--- src/rtl/mult_seq_ctrl.sv ---
// Sequencer for a bit-serial N x N shift-add multiplier: takes operand pairs,
// feeds one multiplier bit per cycle LSB first, then holds the 2N-bit product.
module mult_seq_ctrl #(
   parameter int N  = 32,
   parameter int CW = 6
) (
   input  logic           clk,
   input  logic           rst,
   input  logic           in_valid,
   output logic           in_ready,
   input  logic [N-1:0]   a_in,
   input  logic [N-1:0]   b_in,
   input  logic           abort,
   output logic           dp_rst,
   output logic [N-1:0]   dp_g,
   output logic           dp_e,
   input  logic [2*N-1:0] dp_o,
   output logic           out_valid,
   input  logic           out_ready,
   output logic [2*N-1:0] prod,
   output logic           busy,
   output logic [15:0]    op_count
);

   typedef enum logic [1:0] {S_IDLE, S_RUN, S_DONE} state_t;

   state_t           state_q, state_d;
   logic [CW-1:0]    cnt_q, cnt_d;
   logic [N-1:0]     a_reg_q, a_reg_d;
   logic [N-1:0]     b_reg_q, b_reg_d;
   logic [2*N-1:0]   prod_q, prod_d;
   logic [15:0]      op_count_q, op_count_d;
   logic             last_cnt;
   logic [N-1:0]     b_shift;

   assign last_cnt = (cnt_q == CW'(N-1));
   // Shift rather than index so the bit select is width-clean for any CW.
   assign b_shift  = b_reg_q >> cnt_q;

   always_ff @(posedge clk) begin
      if (!rst) begin
         state_q    <= S_IDLE;
         cnt_q      <= '0;
         a_reg_q    <= '0;
         b_reg_q    <= '0;
         prod_q     <= '0;
         op_count_q <= '0;
      end else begin
         state_q    <= state_d;
         cnt_q      <= cnt_d;
         a_reg_q    <= a_reg_d;
         b_reg_q    <= b_reg_d;
         prod_q     <= prod_d;
         op_count_q <= op_count_d;
      end
   end

   // abort wins over both the final capture and the output handshake.
   always_comb begin
      state_d = state_q;
      case (state_q)
         S_IDLE:  if (in_valid) state_d = S_RUN;
         S_RUN:   if (abort) state_d = S_IDLE;
                  else if (last_cnt) state_d = S_DONE;
         S_DONE:  if (abort || out_ready) state_d = S_IDLE;
         default: state_d = S_IDLE;
      endcase
   end

   always_comb begin
      cnt_d      = cnt_q;
      a_reg_d    = a_reg_q;
      b_reg_d    = b_reg_q;
      prod_d     = prod_q;
      op_count_d = op_count_q;
      case (state_q)
         S_IDLE: begin
            if (in_valid) begin
               a_reg_d = a_in;
               b_reg_d = b_in;
               cnt_d   = '0;
            end
         end
         S_RUN: begin
            if (abort || last_cnt) cnt_d = '0;
            else                   cnt_d = cnt_q + CW'(1);
            if (!abort && last_cnt) prod_d = dp_o;
         end
         S_DONE: begin
            if (!abort && out_ready) op_count_d = op_count_q + 16'd1;
         end
         default: cnt_d = '0;
      endcase
   end

   always_comb begin
      in_ready  = 1'b0;
      out_valid = 1'b0;
      busy      = 1'b0;
      dp_rst    = 1'b1;
      dp_g      = '0;
      dp_e      = 1'b0;
      case (state_q)
         S_IDLE: in_ready = 1'b1;
         S_RUN: begin
            busy   = 1'b1;
            dp_rst = 1'b0;
            dp_g   = a_reg_q;
            dp_e   = b_shift[0];
         end
         S_DONE: begin
            busy      = 1'b1;
            out_valid = 1'b1;
         end
         default: in_ready = 1'b0;
      endcase
   end

   assign prod     = prod_q;
   assign op_count = op_count_q;

endmodule

--- config.mk ---
export PLATFORM = sky130hd
export DESIGN_NAME = mult_seq_ctrl
export DESIGN_NICKNAME = d
export VERILOG_FILES = /design/src/rtl/mult_seq_ctrl.sv
export SDC_FILE = /design/constraint.sdc
export NUM_CORES = 1
export LEC_CHECK = 0
export ABC_CLOCK_PERIOD_IN_PS = 1800
export BUFFER_PORTS_ARGS = -buffer_cell sky130_fd_sc_hd__buf_2
export CORE_UTILIZATION = 43
export CTS_BUF_LIST = sky130_fd_sc_hd__clkbuf_16
export CTS_CLUSTER_SIZE = 8
export DETAILED_ROUTE_END_ITERATION = 8
export PLACE_DENSITY_LB_ADDON = 0.15
export SETUP_SLACK_MARGIN = 0.02
export SLEW_MARGIN = 20
export SYNTH_ARGS = -nofsm -noshare
export SYNTH_HDL_FRONTEND = slang
export SYNTH_SLANG_ARGS = --single-unit
--- constraint.sdc ---
create_clock -name clk -period 1.8 [get_ports clk]
set_input_delay 0.09 -clock clk [delete_from_list [all_inputs] [get_ports clk]]
set_output_delay 0.09 -clock clk [all_outputs]
set_load 0.01 [all_outputs]
==> results of run 1 <==
routing by layer:
metal | wire length (um) | track usage [%]
met4 | 563 | 12.04
met1 | 8206 | 30.32
met2 | 9565 | 41.00
met3 | 1284 | 7.707
met5 | 0 | 0
worst reg2reg max path, cell delays in order (launching register included):
cell	delay, ns
sky130_fd_sc_hd__dfxtp_2	0.37
sky130_fd_sc_hd__inv_2	0.07
sky130_fd_sc_hd__ha_2	0.19
sky130_fd_sc_hd__nor2b_2	0.16
sky130_fd_sc_hd__or2_2	0.31
sky130_fd_sc_hd__or3b_2	0.45
sky130_fd_sc_hd__a21oi_2	0.12
Yosys cell counts (3+ instances only):
cell / instances
sky130_fd_sc_hd__buf_1: 6
sky130_fd_sc_hd__mux4_2: 5
sky130_fd_sc_hd__and2_1: 33
sky130_fd_sc_hd__nor2_1: 16
sky130_fd_sc_hd__o21ai_0: 5
sky130_fd_sc_hd__buf_4: 3
sky130_fd_sc_hd__clkbuf_1: 25
sky130_fd_sc_hd__ha_1: 6
sky130_fd_sc_hd__a21oi_1: 138
sky130_fd_sc_hd__buf_2: 15
sky130_fd_sc_hd__inv_1: 6
sky130_fd_sc_hd__mux2i_1: 6
sky130_fd_sc_hd__dfxtp_1: 152
sky130_fd_sc_hd__xor2_1: 4
sky130_fd_sc_hd__nand2b_1: 3
sky130_fd_sc_hd__o31ai_1: 5
sky130_fd_sc_hd__xnor2_1: 8
sky130_fd_sc_hd__nand3_1: 7
sky130_fd_sc_hd__nand2_1: 268
sky130_fd_sc_hd__nor3_1: 4
sky130_fd_sc_hd__or4_1: 5
layout by cell type (no fill, tap or decap), drive strengths merged, types with 4 or more instances in the layout:
master       instances
buf                285
nand2              268
dfxtp              152
a21oi              138
dlygate4sd3        129
and2                33
clkbuf              21
nor2                16
inv                 10
xnor2                8
clkinv               8
nand3                7
mux2i                6
ha                   6
mux4                 5
o21ai                5
o31ai                5
or4                  5
nor3                 5
xor2                 4
cell type report:
type / count / area [um2] / share of cell area (%)
inverters: 7 / 28.78 / 0.2954
multi-input cells: 549 / 2868 / 29.44
clock buffers: 17 / 425.4 / 4.367
well taps: 180 / 225.2 / 2.312
clock inverters: 15 / 137.6 / 1.413
flip-flops and latches: 152 / 3054 / 31.35
repair buffers: 418 / 3003 / 30.82
worst min path at each step:
stage | startpoint | to | slack, ns | depth (start not counted)
floorplan | rst | cnt_q[4] | 0.21 | 1
global placement | dp_o[37] | prod[37] | 0.33 | 3
finish | out_ready | op_count[0] | 0.19 | 4
detailed placement | dp_o[9] | prod[9] | 0.33 | 3
CTS | out_ready | op_count[0] | 0.18 | 4
global route | out_ready | op_count[0] | 0.20 | 4
registers in the layout, indices dropped and copies added, names as in the netlist:
name	count
cnt_q	6
op_count	16
b_reg_q	32
prod	64
state_q	2
a_reg_q	32
timing repair:
action	4_1_cts	5_1_grt
setup endpoints to repair	4	82
hold buffers	129	0
hold endpoints to repair	130	0
gates resized for setup	8	15
gates cloned	0	4
setup buffers	0	5
pin swaps	2	3
logic make-up after synthesis:
kind of cell,count (synthesis)
and+or+nand+nor,361
buffers and inverters,59
xor gates and xnor gates,12
muxes,13
DFF,152
adders and majority gates,6
AOI/OAI and AO/OA,157
power by group through the flow:
stage          Combinational [mW]  Clock (mW)  Sequential [mW]
5_1_grt                      1.06        3.67             3.53
3_3_place_gp                0.703           0             3.60
4_1_cts                     0.937        3.50             3.52
6_report                    0.964        3.44             3.52
2_1_floorplan               0.384           0             3.58
3_5_place_dp                0.709           0             3.60
==> metrics.txt, run 1 <==
# TYPE chip_impl_metric gauge
chip_impl_metric{name="antenna_violations_before_repair",unit=""} 0
chip_impl_metric{name="drtIter0Drc",unit=""} 375
chip_impl_metric{name="yosys.area_share.adder",unit="%"} 1.230
chip_impl_metric{name="finalClockSkew",unit="ns"} 0.01164
chip_impl_info{name="timing.critical_path.slowest_stage_cell",value="sky130_fd_sc_hd__mux4_2"} 1
chip_impl_info{name="rr_startpoint",value="state_q[0]"} 1
chip_impl_metric{name="dpl-instance-area",unit="um2"} 7675
chip_impl_metric{name="utilization",unit="%"} 70.18
chip_impl_metric{name="report.final.setup_viol",unit=""} 1
chip_impl_metric{name="die_area",unit="um2"} 14680
chip_impl_metric{name="multiplexer_share_of_the_synthesized_area",unit="%"} 3.197
chip_impl_metric{name="gp_congestion",unit=""} 0.7756
chip_impl_metric{name="detailroute.via_count",unit=""} 6630
chip_impl_metric{name="place_inst",unit=""} 1168
chip_impl_metric{name="place.detailed.hpwl",unit="um"} 10930
chip_impl_info{name="outcome",value="finished, violations left"} 1
chip_impl_metric{name="routedWlPerCell",unit="um"} 14.66
chip_impl_metric{name="worst-slew-pin-transition",unit="ns"} 0.3248
chip_impl_metric{name="crit_path_max_fanout",unit=""} 6
chip_impl_info{name="critical_path.endpoint_type",value="primary output"} 1
chip_impl_metric{name="worst_r2r_path_depth",unit=""} 6
chip_impl_metric{name="ff2ff_setup_slack",unit="ns"} 0.06
chip_impl_metric{name="setup_ws",unit="ns"} -0.2332
chip_impl_metric{name="yosys_register_bits",unit=""} 152
chip_impl_metric{name="hold_viol",unit=""} 0
chip_impl_info{name="critical_path.startpoint_type",value="flop"} 1
chip_impl_metric{name="port_buffers",unit=""} 249
chip_impl_metric{name="avgSynthCellArea",unit="um2"} 8.034
chip_impl_metric{name="via_per_inst",unit=""} 4.955
chip_impl_info{name="synthTopCellsByArea",value="sky130_fd_sc_hd__dfxtp_1 50%, sky130_fd_sc_hd__nand2_1 16%, sky130_fd_sc_hd__a21oi_1 11%, sky130_fd_sc_hd__and2_1 3.4%, sky130_fd_sc_hd__mux4_2 1.8%"} 1
chip_impl_metric{name="maxCapViolations",unit=""} 0
chip_impl_metric{name="layout_cell_share_with_drive_strength_beyond_1",unit="%"} 30.83
chip_impl_metric{name="synth-compound-area-share",unit="%"} 13.61
chip_impl_metric{name="peakVddDrop",unit="V"} 0.0007288
chip_impl_metric{name="power.switching",unit="mW"} 1.926
chip_impl_metric{name="pre_antenna_drt_iters",unit=""} 4
chip_impl_metric{name="fmaxAchievable",unit="MHz"} 491.8
chip_impl_metric{name="synth_largest_type_area_fraction",unit="%"} 49.84
chip_impl_metric{name="ioPinCount",unit=""} 250
chip_impl_metric{name="drtAntennaViolNets",unit=""} 0
chip_impl_metric{name="internal_power",unit="mW"} 6.004
chip_impl_metric{name="gr-usage-all-layers",unit="%"} 25.25
chip_impl_metric{name="power_frac_clock",unit="%"} 43.4
chip_impl_info{name="hp-class",value="primary input to flop"} 1
chip_impl_info{name="root_buffer",value="sky130_fd_sc_hd__clkbuf_16"} 1
chip_impl_metric{name="grt_pass1_wl",unit="um"} 29280
chip_impl_metric{name="synth_edf_count",unit=""} 0
chip_impl_info{name="crit_path_end",value="dp_e"} 1
chip_impl_metric{name="fin_worst_hold_slack",unit="ns"} 0.1879
chip_impl_info{name="synth_top_family_by_area",value="simple AND/OR/NAND/NOR gates"} 1
chip_impl_metric{name="std_cell_rows",unit=""} 43
chip_impl_metric{name="power_per_cell_area",unit="nW/um2"} 814.0
chip_impl_metric{name="period_share",unit="%"} 113.0
chip_impl_metric{name="crit_buf_inv",unit=""} 2
chip_impl_metric{name="critical_path_depth",unit=""} 6
chip_impl_metric{name="yosys.area_share.simple",unit="%"} 25.88
chip_impl_metric{name="maximum_number_of_pins_on_one_net_before_global_route_repair",unit=""} 66
chip_impl_metric{name="clock_tree.htree_level_count",unit=""} 4
chip_impl_metric{name="fin_crit_period",unit="ns"} 2.033
chip_impl_info{name="tritoncts",value="yes"} 1
chip_impl_metric{name="die_width",unit="um"} 121.2
chip_impl_metric{name="cpPeakStageDelay",unit="ns"} 0.49
chip_impl_metric{name="slew-limit-headroom",unit="%"} 78.35
chip_impl_metric{name="initial_core_util",unit="%"} 43.99
chip_impl_metric{name="floorplan.die.height",unit="um"} 121.2
chip_impl_metric{name="synth-warning-count",unit=""} 0
chip_impl_info{name="violations",value="negative setup slack"} 1
chip_impl_info{name="grt_setup_unrepaired",value="yes"} 1
chip_impl_metric{name="synth_async_reset_ratio",unit="%"} 0
chip_impl_metric{name="report.final.slew_viol_count",unit=""} 0
chip_impl_metric{name="combPwrFrac",unit="%"} 12.2
chip_impl_metric{name="switching_fraction_of_total_power",unit="%"} 24.29
chip_impl_info{name="critical_path.cell_chain",value="buf_6 > mux4_2 > mux2i_1 > o221a_2 > a2111oi_2 > buf_2"} 1
chip_impl_metric{name="cts.reportedPaths.clkPinSlew",unit="ns"} 0.06
chip_impl_metric{name="antenna-diode-count",unit=""} 0
chip_impl_metric{name="worst_skew_pair.late_latency",unit="ns"} 0.43
chip_impl_metric{name="post-place-ws",unit="ns"} -0.07762
chip_impl_metric{name="pwr-share-seq",unit="%"} 44.4
chip_impl_metric{name="layout.nets",unit=""} 1284
chip_impl_metric{name="synth_cells",unit=""} 760
chip_impl_info{name="setup.worst_path.class",value="flop to primary output"} 1
chip_impl_metric{name="netlist_area",unit="um2"} 6106
chip_impl_info{name="cp-startpoint",value="cnt_q[0]"} 1
chip_impl_metric{name="stdcell_count",unit=""} 1338
chip_impl_metric{name="n_fill_cell",unit=""} 1102
chip_impl_info{name="timing.rr.end",value="state_q[0]"} 1
chip_impl_metric{name="grt_overflow_total",unit=""} 0
chip_impl_info{name="netlist.top_cell.by_area",value="sky130_fd_sc_hd__dfxtp_1"} 1
chip_impl_metric{name="synthDistinctLibCells",unit=""} 50
chip_impl_info{name="critPathTopFamily",value="multiplexers"} 1
chip_impl_metric{name="drc",unit=""} 0
chip_impl_metric{name="worst-endpoint-arrival",unit="ns"} 1.94
chip_impl_metric{name="tritoncts_buffers",unit=""} 17
chip_impl_metric{name="synth_nets",unit=""} 899
chip_impl_metric{name="synth.yosys.seq_area_share",unit="%"} 49.84
chip_impl_metric{name="grt_pass1_vias",unit=""} 6203
chip_impl_metric{name="leakage",unit="nW"} 4.271
chip_impl_info{name="synthFlopType",value="sky130_fd_sc_hd__dfxtp_1"} 1
chip_impl_metric{name="clock_sink_count",unit=""} 152
chip_impl_metric{name="area.growth.synth_to_final",unit="%"} 59.55
chip_impl_metric{name="drt-total-wl",unit="um"} 19620
chip_impl_metric{name="ctsLongestPathBuffers",unit=""} 2
chip_impl_metric{name="total_power",unit="mW"} 7.930
chip_impl_metric{name="crit_required",unit="ns"} 1.71
chip_impl_metric{name="floorplan.core_area",unit="um2"} 13880
chip_impl_metric{name="synth-xor-area-share",unit="%"} 1.721
chip_impl_metric{name="post-route-cell-area",unit="um2"} 9742
chip_impl_metric{name="totalNegativeSetupSlack",unit="ns"} -0.2332
No activity file was read; power rests on OpenSTA's default activity.
==> run 2: changes to the inputs <==
--- a/config.mk
+++ b/config.mk
@@ -5,9 +5,9 @@
 export SDC_FILE = /design/constraint.sdc
 export NUM_CORES = 1
 export LEC_CHECK = 0
-export ABC_CLOCK_PERIOD_IN_PS = 1800
+export ABC_CLOCK_PERIOD_IN_PS = 1960
 export BUFFER_PORTS_ARGS = -buffer_cell sky130_fd_sc_hd__buf_2
-export CORE_UTILIZATION = 43
+export CORE_UTILIZATION = 48
 export CTS_BUF_LIST = sky130_fd_sc_hd__clkbuf_16
 export CTS_CLUSTER_SIZE = 8
 export DETAILED_ROUTE_END_ITERATION = 8
==> constraint.sdc (replaced) <==
create_clock -name clk -period 1.96 [get_ports clk]
set_input_delay 0.294 -clock clk [delete_from_list [all_inputs] [get_ports clk]]
set_output_delay 0.294 -clock clk [all_outputs]
set_load 0.01 [all_outputs]
==> run 2 against run 1 <==
Net effect: the flow still finishes with violations (negative setup slack); non-clock buffer count decreased by 131; setup slack got worse by 0.073 ns; combinational power decreased by 30%; clock power decreased by 4%; largest cell class unchanged; highest routed layer unchanged.
==> metrics.txt, run 2 (synthesis gave the netlist of run 1 again) <==
# TYPE chip_impl_metric gauge
chip_impl_info{name="outcome",value="finished, violations left"} 1
chip_impl_info{name="violations",value="negative setup slack"} 1
chip_impl_info{name="layout_commonest_cell",value="sky130_fd_sc_hd__nand2_1"} 1
chip_impl_metric{name="worst-slew-pin-transition",unit="ns"} 0.4579
chip_impl_metric{name="area.growth.synth_to_final",unit="%"} 40.82
chip_impl_metric{name="die_area",unit="um2"} 13180
chip_impl_metric{name="switching_fraction_of_total_power",unit="%"} 22.69
chip_impl_metric{name="finalClockSkew",unit="ns"} 0.007672
chip_impl_metric{name="tritoncts_buffers",unit=""} 17
chip_impl_metric{name="grt_overflow_total",unit=""} 0
chip_impl_info{name="tritoncts",value="yes"} 1
chip_impl_metric{name="drtIter0Drc",unit=""} 476
chip_impl_metric{name="port_buffers",unit=""} 249
chip_impl_metric{name="gr-usage-all-layers",unit="%"} 24.56
chip_impl_metric{name="stdcell_count",unit=""} 1193
chip_impl_metric{name="antenna_violations_before_repair",unit=""} 1
chip_impl_metric{name="crit_buf_inv",unit=""} 2
chip_impl_metric{name="grt_pass1_wl",unit="um"} 25370
chip_impl_metric{name="power.switching",unit="mW"} 1.639
chip_impl_metric{name="floorplan.die.height",unit="um"} 114.8
chip_impl_metric{name="report.final.setup_viol",unit=""} 66
chip_impl_metric{name="fin_crit_period",unit="ns"} 2.266
chip_impl_metric{name="critical_path_depth",unit=""} 6
chip_impl_metric{name="maxCapViolations",unit=""} 0
chip_impl_metric{name="layout_cell_share_with_drive_strength_beyond_1",unit="%"} 33.85
chip_impl_metric{name="worst_skew_pair.late_latency",unit="ns"} 0.42
chip_impl_metric{name="cts.reportedPaths.clkPinSlew",unit="ns"} 0.06
chip_impl_info{name="critical_path.cell_chain",value="buf_12 > mux4_2 > mux2i_1 > o221a_2 > a2111oi_4 > buf_2"} 1
chip_impl_metric{name="pwr-share-seq",unit="%"} 44.8
chip_impl_metric{name="die_width",unit="um"} 114.8
chip_impl_metric{name="clock_tree.htree_level_count",unit=""} 4
chip_impl_metric{name="std_cell_rows",unit=""} 40
chip_impl_metric{name="peakVddDrop",unit="V"} 0.0006590
chip_impl_metric{name="detailroute.via_count",unit=""} 6093
chip_impl_metric{name="routedWlPerCell",unit="um"} 14.89
chip_impl_metric{name="fmaxAchievable",unit="MHz"} 441.3
chip_impl_info{name="root_buffer",value="sky130_fd_sc_hd__clkbuf_16"} 1
chip_impl_metric{name="clock_sink_count",unit=""} 152
chip_impl_metric{name="drtAntennaViolNets",unit=""} 0
chip_impl_info{name="hp-class",value="primary input to flop"} 1
chip_impl_metric{name="dpl-instance-area",unit="um2"} 7600
chip_impl_metric{name="power_per_cell_area",unit="nW/um2"} 839.9
chip_impl_metric{name="worst-endpoint-arrival",unit="ns"} 1.97
chip_impl_metric{name="combPwrFrac",unit="%"} 9.3
chip_impl_metric{name="worst_r2r_path_depth",unit=""} 9
chip_impl_metric{name="cpPeakStageDelay",unit="ns"} 0.33
chip_impl_metric{name="holdBufCountCts",unit=""} 0
chip_impl_info{name="grt.busiest_layer",value="met2"} 1
chip_impl_metric{name="leakage",unit="nW"} 3.794
chip_impl_metric{name="power_frac_clock",unit="%"} 45.9
chip_impl_metric{name="hold_viol",unit=""} 0
chip_impl_metric{name="initial_core_util",unit="%"} 50.00
chip_impl_info{name="timing.critical_path.slowest_stage_cell",value="sky130_fd_sc_hd__mux4_2"} 1
chip_impl_metric{name="n_fill_cell",unit=""} 1065
chip_impl_metric{name="met3_layer_usage_reported_by_global_route",unit="%"} 8.645
chip_impl_metric{name="floorplan.core_area",unit="um2"} 12210
chip_impl_info{name="critPathTopFamily",value="compound AO/OA/AOI/OAI gates"} 1
chip_impl_metric{name="crit_path_max_fanout",unit=""} 7
chip_impl_metric{name="ioPinCount",unit=""} 250
chip_impl_metric{name="place.detailed.hpwl",unit="um"} 10840
chip_impl_metric{name="drt-total-wl",unit="um"} 17760
chip_impl_info{name="grt_setup_unrepaired",value="yes"} 1
chip_impl_metric{name="antenna-diode-count",unit=""} 0
chip_impl_metric{name="slew-limit-headroom",unit="%"} 69.48
chip_impl_metric{name="via_per_inst",unit=""} 5.107
chip_impl_metric{name="gp_congestion",unit=""} 0.7871
chip_impl_metric{name="use_met2",unit="%"} 40.44
chip_impl_info{name="critical_path.startpoint_type",value="flop"} 1
chip_impl_metric{name="drc",unit=""} 0
chip_impl_metric{name="period_share",unit="%"} 115.6
chip_impl_metric{name="setup_ws",unit="ns"} -0.3061
chip_impl_metric{name="maximum_number_of_pins_on_one_net_before_global_route_repair",unit=""} 65
chip_impl_info{name="setup.worst_path.class",value="flop to primary output"} 1
chip_impl_metric{name="crit_required",unit="ns"} 1.67
chip_impl_metric{name="hold_path_depth",unit=""} 3
chip_impl_metric{name="layout.nets",unit=""} 1153
chip_impl_info{name="critical_path.endpoint_type",value="primary output"} 1
chip_impl_metric{name="place_inst",unit=""} 1148
chip_impl_info{name="leading_cell_types_in_the_layout_fill_and_taps_excluded",value="266 x sky130_fd_sc_hd__nand2_1, 249 x sky130_fd_sc_hd__buf_2, 147 x sky130_fd_sc_hd__dfxtp_1"} 1
chip_impl_metric{name="internal_power",unit="mW"} 5.583
chip_impl_metric{name="ctsLongestPathBuffers",unit=""} 2
chip_impl_metric{name="report.final.slew_viol_count",unit=""} 0
chip_impl_metric{name="grt_use_met1",unit="%"} 29.25
chip_impl_metric{name="post-route-cell-area",unit="um2"} 8598
chip_impl_metric{name="pre_antenna_drt_iters",unit=""} 5
chip_impl_metric{name="flip_flop_count_of_the_largest_register_after_layout",unit=""} 64
chip_impl_metric{name="post-place-ws",unit="ns"} -0.02235
chip_impl_metric{name="grt_pass1_vias",unit=""} 5336
-- run 2: changes by cell type in the layout (fill, tap and decap cells not counted), sizes merged --
cell         before  now
buf             285  280
bufinv            2    4
clkbuf           21   24
clkinv            8    7
clkinvlp          2    0
dlygate4sd3     129    0
inv              10    9
-- run 2: power by group through the flow --
stage | combinational, mW | clock, mW | sequential, mW
after global routing | 0.748 | 3.51 | 3.25
after detailed placement | 0.642 | 0 | 3.30
final | 0.674 | 3.31 | 3.24
after global placement | 0.637 | 0 | 3.30
after floorplan | 0.352 | 0 | 3.29
after CTS | 0.662 | 3.35 | 3.24
-- run 2: final cells by class --
type,instances,area (um2),share of cell area (%)
inverters,7,28.78,0.3347
flip-flops and latches,152,3052,35.49
repair buffers,287,1846,21.46
well taps,168,210.2,2.445
multi-input cells,549,2875,33.44
clock buffers,17,425.4,4.948
clock inverters,13,161.4,1.877
-- run 2: what timing repair did --
action | CTS | global route
pin swaps | 4 | 2
gates cloned | 0 | 12
buffers inserted | 2 | 1
gates resized for setup | 16 | 18
setup endpoints to repair | 29 | 99
-- run 2: path summary, 6_finish.rpt --
path,start,endpoint,slack [ns]
worst max register to register,cnt_q[0],state_q[0],-0.10
worst max-delay path,cnt_q[0],dp_e,-0.31
worst min-delay path,b_in[29],b_reg_q[29],0.11
worst min register to register,a_reg_q[25],a_reg_q[25],0.45
-- run 2: metal layers --
layer | vias to the layer above | wire length, um
li1 | 3013 | -
met1 | 2796 | 7418
met2 | 243 | 8453
met3 | 41 | 1497
met4 | 0 | 395
met5 | - | 0
-- run 2: tightest hold or removal path, cell delays in order --
cell	delay [ns]
sky130_fd_sc_hd__buf_2	0.09
sky130_fd_sc_hd__nand2_1	0.04
sky130_fd_sc_hd__a21oi_1	0.05
-- run 2: metrics by stage --
step	hold slack [ns]	setup TNS, ns	power (mW)	util (%)
5_1_grt	0.08890	-7.455	7.506	70.41
4_1_cts	0.09116	-0.3689	7.252	67.70
3_5_place_dp	0.4421	-0.02235	3.944	62.23
3_3_place_gp	0.4374	-0.01479	3.936	62.23
6_report	0.1052	-2.279	7.222	70.41
2_1_floorplan	0.4118	0	3.642	-
==> run 3: changes to the inputs <==
--- a/config.mk
+++ b/config.mk
@@ -7,7 +7,10 @@
 export LEC_CHECK = 0
 export ABC_CLOCK_PERIOD_IN_PS = 1960
 export BUFFER_PORTS_ARGS = -buffer_cell sky130_fd_sc_hd__buf_2
-export CORE_UTILIZATION = 48
+export CAP_MARGIN = 25
+export CELL_PAD_IN_SITES_DETAIL_PLACEMENT = 0
+export CELL_PAD_IN_SITES_GLOBAL_PLACEMENT = 1
+export CORE_UTILIZATION = 34
 export CTS_BUF_LIST = sky130_fd_sc_hd__clkbuf_16
 export CTS_CLUSTER_SIZE = 8
 export DETAILED_ROUTE_END_ITERATION = 8
==> run 3 against run 2 <==
Net effect: the run still ends with negative setup slack left; sequential share of layout area is 0.15 points higher; setup slack improved by 0.011 ns; hold slack improved by 0.0035 ns; via count is 5.0% lower; clock skew up 0.0015 ns; total power increased by 3.1%; combinational power is 2% lower; cell count up 4.7%; final area fell by 0.25%; largest cell class unchanged.
==> metrics.txt, run 3 (synthesis gave the netlist of run 1 again) <==
# TYPE chip_impl_metric gauge
chip_impl_info{name="critical_path.startpoint_type",value="flop"} 1
chip_impl_info{name="cp-startpoint",value="cnt_q[0]"} 1
chip_impl_metric{name="fin_crit_period",unit="ns"} 2.255
chip_impl_metric{name="drt-total-wl",unit="um"} 18080
chip_impl_metric{name="ctsLongestPathBuffers",unit=""} 2
chip_impl_metric{name="stdcell_count",unit=""} 1249
chip_impl_metric{name="place.detailed.hpwl",unit="um"} 11660
chip_impl_metric{name="floorplan.core_area",unit="um2"} 17420
chip_impl_metric{name="setup_ws",unit="ns"} -0.2955
chip_impl_metric{name="tritoncts_buffers",unit=""} 17
chip_impl_metric{name="peakVddDrop",unit="V"} 0.0005841
chip_impl_info{name="setup.worst_path.class",value="flop to primary output"} 1
chip_impl_metric{name="slew-limit-headroom",unit="%"} 71.53
chip_impl_metric{name="flip_flop_count_of_the_largest_register_after_layout",unit=""} 64
chip_impl_metric{name="drtAntennaViolNets",unit=""} 0
chip_impl_metric{name="maximum_number_of_pins_on_one_net_before_global_route_repair",unit=""} 65
chip_impl_metric{name="clock_tree.htree_level_count",unit=""} 4
chip_impl_metric{name="initial_core_util",unit="%"} 35.06
chip_impl_info{name="root_buffer",value="sky130_fd_sc_hd__clkbuf_16"} 1
chip_impl_metric{name="ff2ff_setup_slack",unit="ns"} 0.09
chip_impl_metric{name="cts.reportedPaths.clkPinSlew",unit="ns"} 0.06
chip_impl_info{name="violations",value="negative setup slack"} 1
chip_impl_metric{name="layout.nets",unit=""} 1152
chip_impl_metric{name="antenna-diode-count",unit=""} 0
chip_impl_metric{name="fmaxAchievable",unit="MHz"} 443.4
chip_impl_info{name="timing.critical_path.slowest_stage_cell",value="sky130_fd_sc_hd__mux4_2"} 1
chip_impl_metric{name="std_cell_rows",unit=""} 48
chip_impl_metric{name="gr-usage-all-layers",unit="%"} 18.74
chip_impl_metric{name="routedWlPerCell",unit="um"} 14.47
chip_impl_metric{name="die_width",unit="um"} 136.0
chip_impl_metric{name="grt_pass1_vias",unit=""} 5392
chip_impl_metric{name="clock_sink_count",unit=""} 152
chip_impl_metric{name="port_buffers",unit=""} 249
chip_impl_info{name="layout_commonest_cell",value="sky130_fd_sc_hd__nand2_1"} 1
chip_impl_metric{name="crit_buf_inv",unit=""} 2
chip_impl_metric{name="detailroute.via_count",unit=""} 5790
chip_impl_metric{name="period_share",unit="%"} 115.1
chip_impl_metric{name="grt_pass1_wl",unit="um"} 27220
chip_impl_metric{name="leakage",unit="nW"} 3.753
chip_impl_metric{name="gp_congestion",unit=""} 0.7645
chip_impl_info{name="tritoncts",value="yes"} 1
chip_impl_metric{name="critical_path_depth",unit=""} 6
chip_impl_info{name="leading_cell_types_in_the_layout_fill_and_taps_excluded",value="267 x sky130_fd_sc_hd__nand2_1, 249 x sky130_fd_sc_hd__buf_2, 147 x sky130_fd_sc_hd__dfxtp_1"} 1
chip_impl_info{name="outcome",value="finished, violations left"} 1
chip_impl_metric{name="cpPeakStageDelay",unit="ns"} 0.47
chip_impl_info{name="timing.rr.end",value="state_q[0]"} 1
chip_impl_info{name="hp-class",value="primary input to flop"} 1
chip_impl_metric{name="report.final.setup_viol",unit=""} 1
chip_impl_info{name="critical_path.endpoint_type",value="primary output"} 1
chip_impl_metric{name="worst_r2r_path_depth",unit=""} 8
chip_impl_metric{name="drtIter0Drc",unit=""} 245
chip_impl_metric{name="area.growth.synth_to_final",unit="%"} 40.47
chip_impl_metric{name="report.final.slew_viol_count",unit=""} 0
chip_impl_metric{name="maxCapViolations",unit=""} 0
chip_impl_metric{name="antenna_violations_before_repair",unit=""} 1
chip_impl_metric{name="layout_cell_share_with_drive_strength_beyond_1",unit="%"} 33.89
chip_impl_metric{name="worst-slew-pin-transition",unit="ns"} 0.4271
chip_impl_metric{name="pre_antenna_drt_iters",unit=""} 4
chip_impl_metric{name="grt_overflow_total",unit=""} 0
chip_impl_metric{name="ioPinCount",unit=""} 250
chip_impl_metric{name="n_fill_cell",unit=""} 1812
chip_impl_metric{name="crit_path_max_fanout",unit=""} 8
chip_impl_metric{name="totalNegativeSetupSlack",unit="ns"} -0.2955
chip_impl_metric{name="utilization",unit="%"} 49.25
chip_impl_info{name="crit_path_end",value="dp_e"} 1
chip_impl_info{name="rr_startpoint",value="cnt_q[1]"} 1
chip_impl_info{name="critical_path.cell_chain",value="buf_4 > mux4_2 > nor2_1 > o221a_2 > a2111oi_4 > buf_2"} 1
chip_impl_info{name="critPathTopFamily",value="multiplexers"} 1
chip_impl_metric{name="finalClockSkew",unit="ns"} 0.009212
chip_impl_metric{name="worst-endpoint-arrival",unit="ns"} 1.96
chip_impl_metric{name="crit_required",unit="ns"} 1.67
chip_impl_metric{name="drc",unit=""} 0
chip_impl_metric{name="via_per_inst",unit=""} 4.636
chip_impl_metric{name="floorplan.die.height",unit="um"} 136.0
chip_impl_info{name="grt_setup_unrepaired",value="yes"} 1
chip_impl_metric{name="place_inst",unit=""} 1209
chip_impl_metric{name="hold_viol",unit=""} 0
chip_impl_metric{name="die_area",unit="um2"} 18500
chip_impl_metric{name="power_per_cell_area",unit="nW/um2"} 867.9
chip_impl_metric{name="worst_skew_pair.late_latency",unit="ns"} 0.42
## run 3: cell types whose count changed in the layout (fill, tap and decap cells not counted), sizes merged
cell / previous run / this run
buf: 280 / 284
bufinv: 4 / 5
clkbuf: 24 / 19
clkinv: 7 / 5
clkinvlp: 0 / 1
## run 3: per-stage QoR
stage / hold slack (ns) / setup slack, ns / instance area (um2) / power [mW]
2_1_floorplan: 0.4118 / 0.05164 / 6107 / 3.642
3_3_place_gp: 0.4379 / -0.1052 / 7714 / 3.948
3_5_place_dp: 0.4418 / -0.06554 / 7714 / 3.951
4_1_cts: 0.09034 / -0.2780 / 8447 / 7.541
5_1_grt: 0.09184 / -0.3794 / 8577 / 7.769
6_report: 0.1087 / -0.2955 / 8577 / 7.444
## run 3: routing by layer
metal  share of wire (%)  global-route usage (%)  up-vias
met2                  48                   30.94      162
met3                 7.2                   6.562       17
met4                 1.1                   5.864        2
li1                    -                       -     2997
met5               0.061                       0        -
met1                  44                   22.66     2612
## run 3: worst min-delay path by stage
stage / to / from / slack, ns / cells after the start
floorplan: cnt_q[4] / rst / 0.41 / 1
global placement: a_reg_q[1] / a_reg_q[1] / 0.44 / 2
detailed placement: a_reg_q[11] / a_reg_q[11] / 0.44 / 2
CTS: prod[37] / dp_o[37] / 0.09 / 3
global route: prod[45] / dp_o[45] / 0.09 / 3
finish: prod[38] / dp_o[38] / 0.11 / 3
## run 3: area by class of cell
cell class / instances / area, um2 / share of cell area [%]
Clock buffer: 17 / 425.4 / 4.960
Clock inverter: 13 / 205.2 / 2.392
Inverter: 7 / 28.78 / 0.3355
Multi-Input combinational cell: 549 / 2865 / 33.41
Sequential cell: 152 / 3057 / 35.64
Tap cell: 225 / 281.5 / 3.282
Timing Repair Buffer: 286 / 1714 / 19.99
## run 3: worst reg2reg max path: cells and delay by family, from the launching register on
kind,cells,cell delay (ns)
adder cells (fa/ha/maj),1,0.17
flip-flops,1,0.37
AND/OR/NAND/NOR,2,0.56
buffers and inverters,3,0.40
AO/OA/AOI/OAI,2,0.32
## run 3: repair_timing
item | in CTS | in global routing
gates resized for setup | 17 | 11
pin swaps | 4 | 4
hold buffers | 0 | 0
setup buffers | 3 | 3
gates cloned | 0 | 4
setup endpoints to repair | 34 | 85
## run 3: power by group
group,switching (mW),internal (mW),total (mW)
clock network,1.30,2.24,3.54
registers,0.0541,3.19,3.24
logic,0.358,0.302,0.660
total,1.71,5.73,7.44
